`src/rtl/pipelined_add_sub.sv`:
```
// Pipelined carry-chain adder/subtractor with a valid/ready stream interface.
// Each stage resolves one CHUNK of the result and registers its carry for the next stage.
module pipelined_add_sub #(
    parameter int WIDTH  = 16,
    parameter int STAGES = 4
) (
    input  logic             clk,
    input  logic             rst,
    input  logic             in_valid,
    output logic             in_ready,
    input  logic [WIDTH-1:0] a,
    input  logic [WIDTH-1:0] b,
    input  logic             cin,
    input  logic             sub,
    output logic             out_valid,
    input  logic             out_ready,
    output logic [WIDTH-1:0] sum,
    output logic             cout,
    output logic             overflow
);

    localparam int CHUNK = WIDTH / STAGES;

    logic             adv_s;
    logic [WIDTH-1:0] b_eff_s;
    logic             c_eff_s;
    logic             msb_carry_s;

    logic [WIDTH-1:0]  a_in_s      [STAGES];
    logic [WIDTH-1:0]  b_in_s      [STAGES];
    logic [WIDTH-1:0]  s_in_s      [STAGES];
    logic [WIDTH-1:0]  s_next_s    [STAGES];
    logic [CHUNK-1:0]  chunk_sum_s [STAGES];
    logic [STAGES-1:0] c_in_s;
    logic [STAGES-1:0] v_in_s;
    logic [STAGES-1:0] c_out_s;

    logic [WIDTH-1:0]  a_r   [STAGES];
    logic [WIDTH-1:0]  b_r   [STAGES];
    logic [WIDTH-1:0]  sum_r [STAGES];
    logic [STAGES-1:0] valid_r;
    logic [STAGES-1:0] carry_r;
    logic              ovf_r;

    // Global stall: the whole pipe moves only when the output slot can be freed.
    assign adv_s    = !valid_r[STAGES-1] || out_ready;
    assign in_ready = adv_s && !rst;

    // Subtraction is a + ~b + ~borrow, so cout reads as NOT borrow.
    assign b_eff_s = sub ? ~b : b;
    assign c_eff_s = sub ? ~cin : cin;

    for (genvar k = 0; k < STAGES; k++) begin : g_stage
        if (k == 0) begin : g_first
            assign a_in_s[k] = a;
            assign b_in_s[k] = b_eff_s;
            assign s_in_s[k] = {WIDTH{1'b0}};
            assign c_in_s[k] = c_eff_s;
            assign v_in_s[k] = in_valid;
        end else begin : g_next
            assign a_in_s[k] = a_r[k-1];
            assign b_in_s[k] = b_r[k-1];
            assign s_in_s[k] = sum_r[k-1];
            assign c_in_s[k] = carry_r[k-1];
            assign v_in_s[k] = valid_r[k-1];
        end

        assign {c_out_s[k], chunk_sum_s[k]} = {1'b0, a_in_s[k][k*CHUNK +: CHUNK]}
                                            + {1'b0, b_in_s[k][k*CHUNK +: CHUNK]}
                                            + {{CHUNK{1'b0}}, c_in_s[k]};
        assign s_next_s[k] = s_in_s[k] | (WIDTH'(chunk_sum_s[k]) << (k * CHUNK));
    end

    // Carry into the MSB recovered from its sum bit: s = a ^ b ^ c.
    assign msb_carry_s = s_next_s[STAGES-1][WIDTH-1]
                       ^ a_in_s[STAGES-1][WIDTH-1]
                       ^ b_in_s[STAGES-1][WIDTH-1];

    // Stage registers: clear on reset, shift together on advance, otherwise hold.
    always_ff @(posedge clk) begin
        if (rst) begin
            for (int k = 0; k < STAGES; k++) begin
                valid_r[k] <= 1'b0;
                carry_r[k] <= 1'b0;
                sum_r[k]   <= {WIDTH{1'b0}};
                a_r[k]     <= {WIDTH{1'b0}};
                b_r[k]     <= {WIDTH{1'b0}};
            end
            ovf_r <= 1'b0;
        end else if (adv_s) begin
            for (int k = 0; k < STAGES; k++) begin
                valid_r[k] <= v_in_s[k];
                carry_r[k] <= c_out_s[k];
                sum_r[k]   <= s_next_s[k];
                a_r[k]     <= a_in_s[k];
                b_r[k]     <= b_in_s[k];
            end
            ovf_r <= msb_carry_s ^ c_out_s[STAGES-1];
        end
    end

    assign out_valid = valid_r[STAGES-1];
    assign sum       = sum_r[STAGES-1];
    assign cout      = carry_r[STAGES-1];
    assign overflow  = ovf_r;

endmodule

```
`config.mk`:
```
export PLATFORM = sky130hd
export DESIGN_NAME = pipelined_add_sub
export DESIGN_NICKNAME = d
export VERILOG_FILES = /design/src/rtl/pipelined_add_sub.sv
export SDC_FILE = /design/constraint.sdc
export NUM_CORES = 1
export LEC_CHECK = 0
export BUFFER_PORTS_ARGS = -buffer_cell sky130_fd_sc_hd__buf_2
export CORE_UTILIZATION = 47
export DETAILED_ROUTE_END_ITERATION = 10
export MAX_ROUTING_LAYER = met4
export PLACE_DENSITY_LB_ADDON = 0.15
export SLEW_MARGIN = 5
export SYNTH_ARGS = -nofsm -noshare
export SYNTH_HDL_FRONTEND = slang
export SYNTH_SLANG_ARGS = --single-unit
export TNS_END_PERCENT = 20
```
`constraint.sdc`:
```
create_clock -name clk -period 6 [get_ports clk]
set_input_delay 0.3 -clock clk [delete_from_list [all_inputs] [get_ports clk]]
set_output_delay 0.3 -clock clk [all_outputs]
set_load 0.01 [all_outputs]
```
==> results.md, run 1 <==
- Overall track demand over capacity in global routing: 0.131
- Chip width: 96.2 µm
- Die span in y: 96.2 µm
- Minimum setup slack after placement: 3.36 ns
- Initial antenna violation count: 0
- Gate count of the mapped netlist: 289
- Net switching power: 0.275 mW
- Global-route wire length before repair: 8690 µm
- Relative slew margins: 0.405
- Run status: complete, but fails checks
- Most frequent cells in the layout: 88 x sky130_fd_sc_hd__edfxtp_1, 67 x sky130_fd_sc_hd__and2_1, 57 x sky130_fd_sc_hd__buf_2, 21 x sky130_fd_sc_hd__nor2_1, 15 x sky130_fd_sc_hd__xnor2_1
- Clock insertion delay at the later pin of the skew report: 0.35 ns
- Cell area after layout: 0.00474 mm²
- Class of the worst hold path: primary input to flip-flop
- Via count of the first global-routing pass: 1931
- Power density over the cells: 272 mW/mm²
- Clock tree from TritonCTS: yes
- Antenna violation net count after detailed routing: 0
- Critical Setup Path Class: flip-flop to flip-flop
- # IOs: 58
- Average wire per standard cell: 11.7 µm
- Number of vias per cell: 4.66
- CTS H-tree lvls: 3
- Final core utilization: 0.546
- Distinct cells, synth: 27
- Number of filler cells placed in the layout: 753
- Syn Std Cell Area: 0.00417 mm²
- Kind of capture point of the worst setup path: flip-flop
- CTS Hold Bufs: 0
- Total of flip-flops plus latches after synthesis: 97
- # port buffers: 57
- Total negative setup slack: 0 ns
- Total routed wirelength: 5360 µm
- Synth-to-Final Area Change: 13.5%
- Leading cell type in the layout, fill and taps excluded: sky130_fd_sc_hd__edfxtp_1
- Max-capacitance violation count: 0
- Clock root buffer master: sky130_fd_sc_hd__clkbuf_8
- Share of post-route cells with drive strength above 1: 0.219
- Average cell area after synthesis: 14.4 µm²
- Number of CTS-inserted buffers: 9
- CP Launch Type: flip-flop
- Post_cts resized: 0
- Total design power: 1.29 mW
- Total number of yosys warnings: 0
- Core box area: 0.00868 mm²
- Internal power of the cells: 1.02 mW
- Global route total overflow: 0
- Post-route worst setup slack: 3.56 ns
- P_leak: 2.10 nW
- Part of the total power dissipated in the clock network: 0.295
- Slew Viols, Final: 0
- Switching share of power: 0.213
- First-pass detailed-route iteration total: 7
- Hold_ws: 0.131 ns
- Pin count of the biggest net entering global routing: 74
- Shortest period the worst path allows: 2.44 ns
- Worst-path clk slew: 0.08 ns
- Arr. time, crit path: 2.47 ns
- Unrepaired setup endpoints after global routing: no
- Maximum fanout encountered on the critical timing path: 52
- Final Setup Violations: 0
- Fmax achieved: 410 MHz
- Inst Count DP: 444
- Final nets: 405
- CP Data Required Time: 6.02 ns
- Number of sinks driven by the clock tree: 97
- Ant. Diodes: 0
- Number of post-CTS setup repair buffers: 0
- Failing checks: design-rule violations
- Die area: 0.00926 mm²
- Final HPWL from detailed placement: 3530 µm
- Crit share post-route: 0.407
- Fin Clk Skew: 0.0123 ns
- Sequential element share of the synthesized area: 0.676
- VDD IR max: 0.111 mV
- Portion of total power attributed to combinational logic: 0.086
- Via count of the routed design: 2145
- Initial core utilization: 0.481
- Number of rows created at floorplan: 34
- Relative contribution of sequential cells to total power: 0.619
- Post-route DRC violation count: 1
- Non-filler cells, final: 460
- Drt first-iter violations: 95
- Clock Path Buffers: 2
- Post-synth net total: 347
- Slew at the pin closest to its max-slew limit: 0.891 ns
- Placed standard-cell area: 0.00456 mm²
- RePlAce Congestion: 0.734
- Hold Fails Final Rpt: 0
==> sequential cells by signal, indices dropped and copies added, names as in the netlist <==
| register | flops |
|---|---|
| overflow | 1 |
| valid_r | 4 |
| b_r | 24 |
| sum_r | 40 |
| carry_r | 4 |
| a_r | 24 |
==> path summary, 6_finish.rpt <==
path              startpoint         end  slack, ns  cells past startpoint
setup / recovery  valid_r[3]  b_r[0][14]       3.56                      4
hold / removal           rst  valid_r[3]       0.13                      2
setup reg to reg  valid_r[3]  b_r[0][14]       3.56                      4
hold reg to reg   valid_r[2]  valid_r[3]       0.46                      2
==> final cells by class <==
| type | count | area, µm² | area share |
|---|---|---|---|
| inverter | 8 | 31.3 | 0.00660 |
| clock buffer | 12 | 155 | 0.0327 |
| timing repair buffer | 59 | 300 | 0.0634 |
| sequential | 97 | 2820 | 0.596 |
| multi-input combinational | 172 | 1270 | 0.268 |
| tap | 108 | 135 | 0.0285 |
| clock inverter | 4 | 26.3 | 0.00554 |
==> power groups by stage <==
stage	clock network [mW]	logic [mW]	registers [mW]
final	0.381	0.111	0.799
after global routing	0.420	0.129	0.804
after CTS	0.395	0.114	0.800
after detailed placement	0	0.114	0.815
after global placement	0	0.111	0.814
after floorplan	0	0.0769	0.815
==> Yosys cell counts (all sizes together) <==
cell	instances	area (µm²)
a21o	7	52.6
xor2	10	87.6
clkbuf	8	30.0
dfxtp	9	180
nand2b	2	12.5
o211ai	1	7.51
and3	1	6.26
nor3	1	5.00
ha	12	150
xnor2	15	131
a21oi	10	53.8
nand2	5	18.8
nand3	3	20.0
and2	67	419
o21ai	4	20.0
inv	8	30.0
edfxtp	88	2640
fa	8	160
nor2	21	78.8
a211o	1	8.76
a32o	1	10.0
buf	4	22.5
a22o	3	26.3
==> routing by layer <==
layer	global-route usage	vias to the layer above	routed length (µm)
met2	0.196	53	2510
met5	-	-	0
met3	0.0379	5	239
met1	0.169	979	2570
met4	0.0473	0	45
li1	-	1108	-
==> critical path: stages (launching register included) <==
cell and delay [ns]:
sky130_fd_sc_hd__dfxtp_1 0.33, sky130_fd_sc_hd__nand2b_1 0.08, sky130_fd_sc_hd__nor2_1 0.48, sky130_fd_sc_hd__clkinv_2 0.66, sky130_fd_sc_hd__buf_4 0.53
==> cells by family (layout without fill, tap and decap cells) <==
family,count (synthesis),count (layout),synth area share
simple gates,100,100,0.134
xor+xnor,25,25,0.0525
fa+ha+maj,20,20,0.0743
flops,97,97,0.676
buf+inv,20,83,0.0198
compound gates,27,27,0.0429
No activity file was read; power rests on OpenSTA's default activity.
==> run 2: changes to the inputs <==
Settings changed: ABC_AREA from default to 1.
Clock period 6 ns to 2.1 ns, I/O delays scaled along.
==> results.md, run 2 <==
- Run status: completed
- FF-to-FF Start: a_r[0][44]
- Library cell with the largest summed area after synthesis: sky130_fd_sc_hd__edfxtp_1
- CP Launch Type: flip-flop
- Post-Synth Adder-Cell Area: 0.0709
- Capture instance of the worst register-to-register path: sum_r[3][14]
- Average wire per standard cell: 11.2 µm
- Endpoint of the worst hold path: a_r[0][5]
- Leading cell type in the layout, fill and taps excluded: sky130_fd_sc_hd__inv_1
- Top reg by flops: sum_r
- Largest regs: sum_r x40, a_r x24, b_r x24
- Part of the total power dissipated in the clock network: 0.321
- # IOs: 58
- Total routed wirelength: 6320 µm
- Worst-path clk slew: 0.09 ns
- Internal power of the cells: 3.08 mW
- VDD IR max: 0.313 mV
- Switching share of power: 0.219
- Shortest period the worst path allows: 1.88 ns
- Via count of the routed design: 2548
- Fmax achieved: 531 MHz
- Portion of total power attributed to combinational logic: 0.099
- Antenna violation net count after detailed routing: 0
- Relative slew margins: 0.709
- Most instantiated cells after synthesis: 89 x sky130_fd_sc_hd__inv_1, 88 x sky130_fd_sc_hd__edfxtp_1, 72 x sky130_fd_sc_hd__nor2_1
- Unrepaired setup endpoints after global routing: no
- Final nets: 508
- Global-route wire length before repair: 10900 µm
- Chip width: 98.5 µm
- Post-synth net total: 445
- Arr. time, crit path: 2.09 ns
- Maximum fanout encountered on the critical timing path: 3
- Hold_ws: 0.0472 ns
- Core box area: 0.00885 mm²
- Net switching power: 0.864 mW
- Post-synth EDFFs: 88
- Global route total overflow: 0
- Distinct cells, synth: 24
- Power density over the cells: 786 mW/mm²
- Number of rows created at floorplan: 34
- Final HPWL from detailed placement: 4250 µm
- Fin Clk Skew: 0.0106 ns
- Synth area leaders: sky130_fd_sc_hd__edfxtp_1 60%, sky130_fd_sc_hd__inv_1 7.6%, sky130_fd_sc_hd__nor2_1 6.2%
- Hold path startpoint: a[5]
- Post-route DRC violation count: 0
- Critical Setup Path Class: flip-flop to flip-flop
- Die area: 0.00970 mm²
- Clock Path Buffers: 2
- Post-synth ARST share: 0
- Pin count of the biggest net entering global routing: 46
- Initial antenna violation count: 0
- Total number of yosys warnings: 0
- Final Setup Violations: 0
- Clock insertion delay at the later pin of the skew report: 0.35 ns
- Most frequent cells in the layout: 89 x sky130_fd_sc_hd__inv_1, 88 x sky130_fd_sc_hd__edfxtp_1, 72 x sky130_fd_sc_hd__nor2_1, 57 x sky130_fd_sc_hd__buf_2, 26 x sky130_fd_sc_hd__nand2_1
- Syn Std Cell Area: 0.00438 mm²
- Main combinational cell family by area after synthesis: simple AND/OR/NAND/NOR gates
- Total negative setup slack: 0 ns
- Logic depth of the worst register-to-register path: 4
- Overall track demand over capacity in global routing: 0.148
- Via count of the first global-routing pass: 2528
- Initial core utilization: 0.495
- Relative contribution of sequential cells to total power: 0.581
- Setup slack on the worst flop-to-flop path: 0.22 ns
- Number of CTS-inserted buffers: 9
- Fraction of the mapped netlist area in compound gates: 0.0323
- Clock tree from TritonCTS: yes
- Total of flip-flops plus latches after synthesis: 97
- Fraction of post-synthesis cell area in the top cell type by area: 0.604
- Number of vias per cell: 4.53
- RePlAce Congestion: 0.795
- Max-capacitance violation count: 0
- Kind of capture point of the worst setup path: flip-flop
- Simple logic cell fraction of the synthesized area: 0.123
- Ant. Diodes: 0
- Most instantiated flip-flop cell in the synthesis netlist: sky130_fd_sc_hd__edfxtp_1
- Gate count of the mapped netlist: 387
- Share of post-route cells with drive strength above 1: 0.198
- P_leak: 2.30 nW
- Most common cell in the synthesized netlist: sky130_fd_sc_hd__inv_1
- CP Data Required Time: 2.30 ns
- Sequential element share of the synthesized area: 0.645
- # port buffers: 57
- Slew Viols, Final: 0
- Slew at the pin closest to its max-slew limit: 0.437 ns
- Hold Fails Final Rpt: 0
- Hold Path Stages: 3
- Synth-to-Final Area Change: 14.7%
- Die span in y: 98.5 µm
- Drt first-iter violations: 51
- Class of the worst hold path: primary input to flip-flop
- Clock root buffer master: sky130_fd_sc_hd__clkbuf_8
- Number of sinks driven by the clock tree: 97
- Largest register FFs: 40
- Xor and xnor area share after synthesis: 0.0340
- CTS H-tree lvls: 3
- Crit share post-route: 0.897
- Multiplexer share of the synthesized area: 0
- First-pass detailed-route iteration total: 6
- Average cell area after synthesis: 11.3 µm²
[run 2: metal layers]
metal	vias to the layer above	routed length, µm	GRT usage	part of all wire
met5	-	0	-	0
met4	0	98	0.0781	0.016
met3	8	188	0.0255	0.030
met2	47	2990	0.239	0.47
met1	1156	3040	0.180	0.48
li1	1337	-	-	-
[run 2: power by group through the flow]
| stage | Combinational (mW) | Sequential, mW | Clock (mW) |
|---|---|---|---|
| after global routing | 0.452 | 2.31 | 1.38 |
| after detailed placement | 0.394 | 2.34 | 0 |
| after CTS | 0.396 | 2.29 | 1.30 |
| after floorplan | 0.267 | 2.34 | 0 |
| after global placement | 0.378 | 2.33 | 0 |
| final | 0.389 | 2.29 | 1.27 |
[run 2: logic make-up (layout without fill, tap and decap cells)]
group                    count (synthesis)  count (layout)
flip-flops                              97              97
AND/OR/NAND/NOR                        125             125
AO/OA/AOI/OAI                           27              27
XOR/XNOR                                17              17
adder cells (fa/ha/maj)                 20              20
buffers and inverters                  101             169
[run 2: critical path, stage by stage, from the launching register on]
cell	delay, ns
sky130_fd_sc_hd__edfxtp_1	0.40
sky130_fd_sc_hd__fa_1	0.49
sky130_fd_sc_hd__fa_1	0.43
sky130_fd_sc_hd__or2_2	0.31
sky130_fd_sc_hd__a21oi_1	0.12
[run 2: what timing repair did]
action                    4_1_cts  5_1_grt
gates resized for setup         0        0
hold buffers                    1        0
buffers inserted                0        0
hold endpoints to repair        1        0
[run 2: worst max path at each step]
stage,startpoint,to,cells after the start
finish,a_r[0][44],sum_r[3][14],4
CTS,a_r[0][44],sum_r[3][14],4
detailed placement,a_r[0][44],sum_r[3][14],4
floorplan,sub,sum_r[0][2],7
global route,a_r[0][44],overflow,8
global placement,a_r[0][44],sum_r[3][14],4
[run 2: metrics by stage]
step | util | instance area, µm² | total power [mW] | setup WS [ns] | instances
final | 0.567 | 5020 | 3.95 | 0.216 | 563
after detailed placement | 0.543 | 4800 | 2.73 | 0.220 | 546
after floorplan | - | 4380 | 2.61 | 0.217 | 387
after global placement | 0.543 | 4800 | 2.71 | 0.269 | 546
after global routing | 0.567 | 5020 | 4.14 | 0.112 | 563
after CTS | 0.567 | 5020 | 3.99 | 0.206 | 563
[run 2: cell type report]
cell class	instances	area, µm²
clock inverters	6	82.6
clock buffers	10	128
multi-input cells	189	1140
repair buffers	63	370
flip-flops and latches	97	2820
inverters	90	338
fillers	774	3830
well taps	108	135
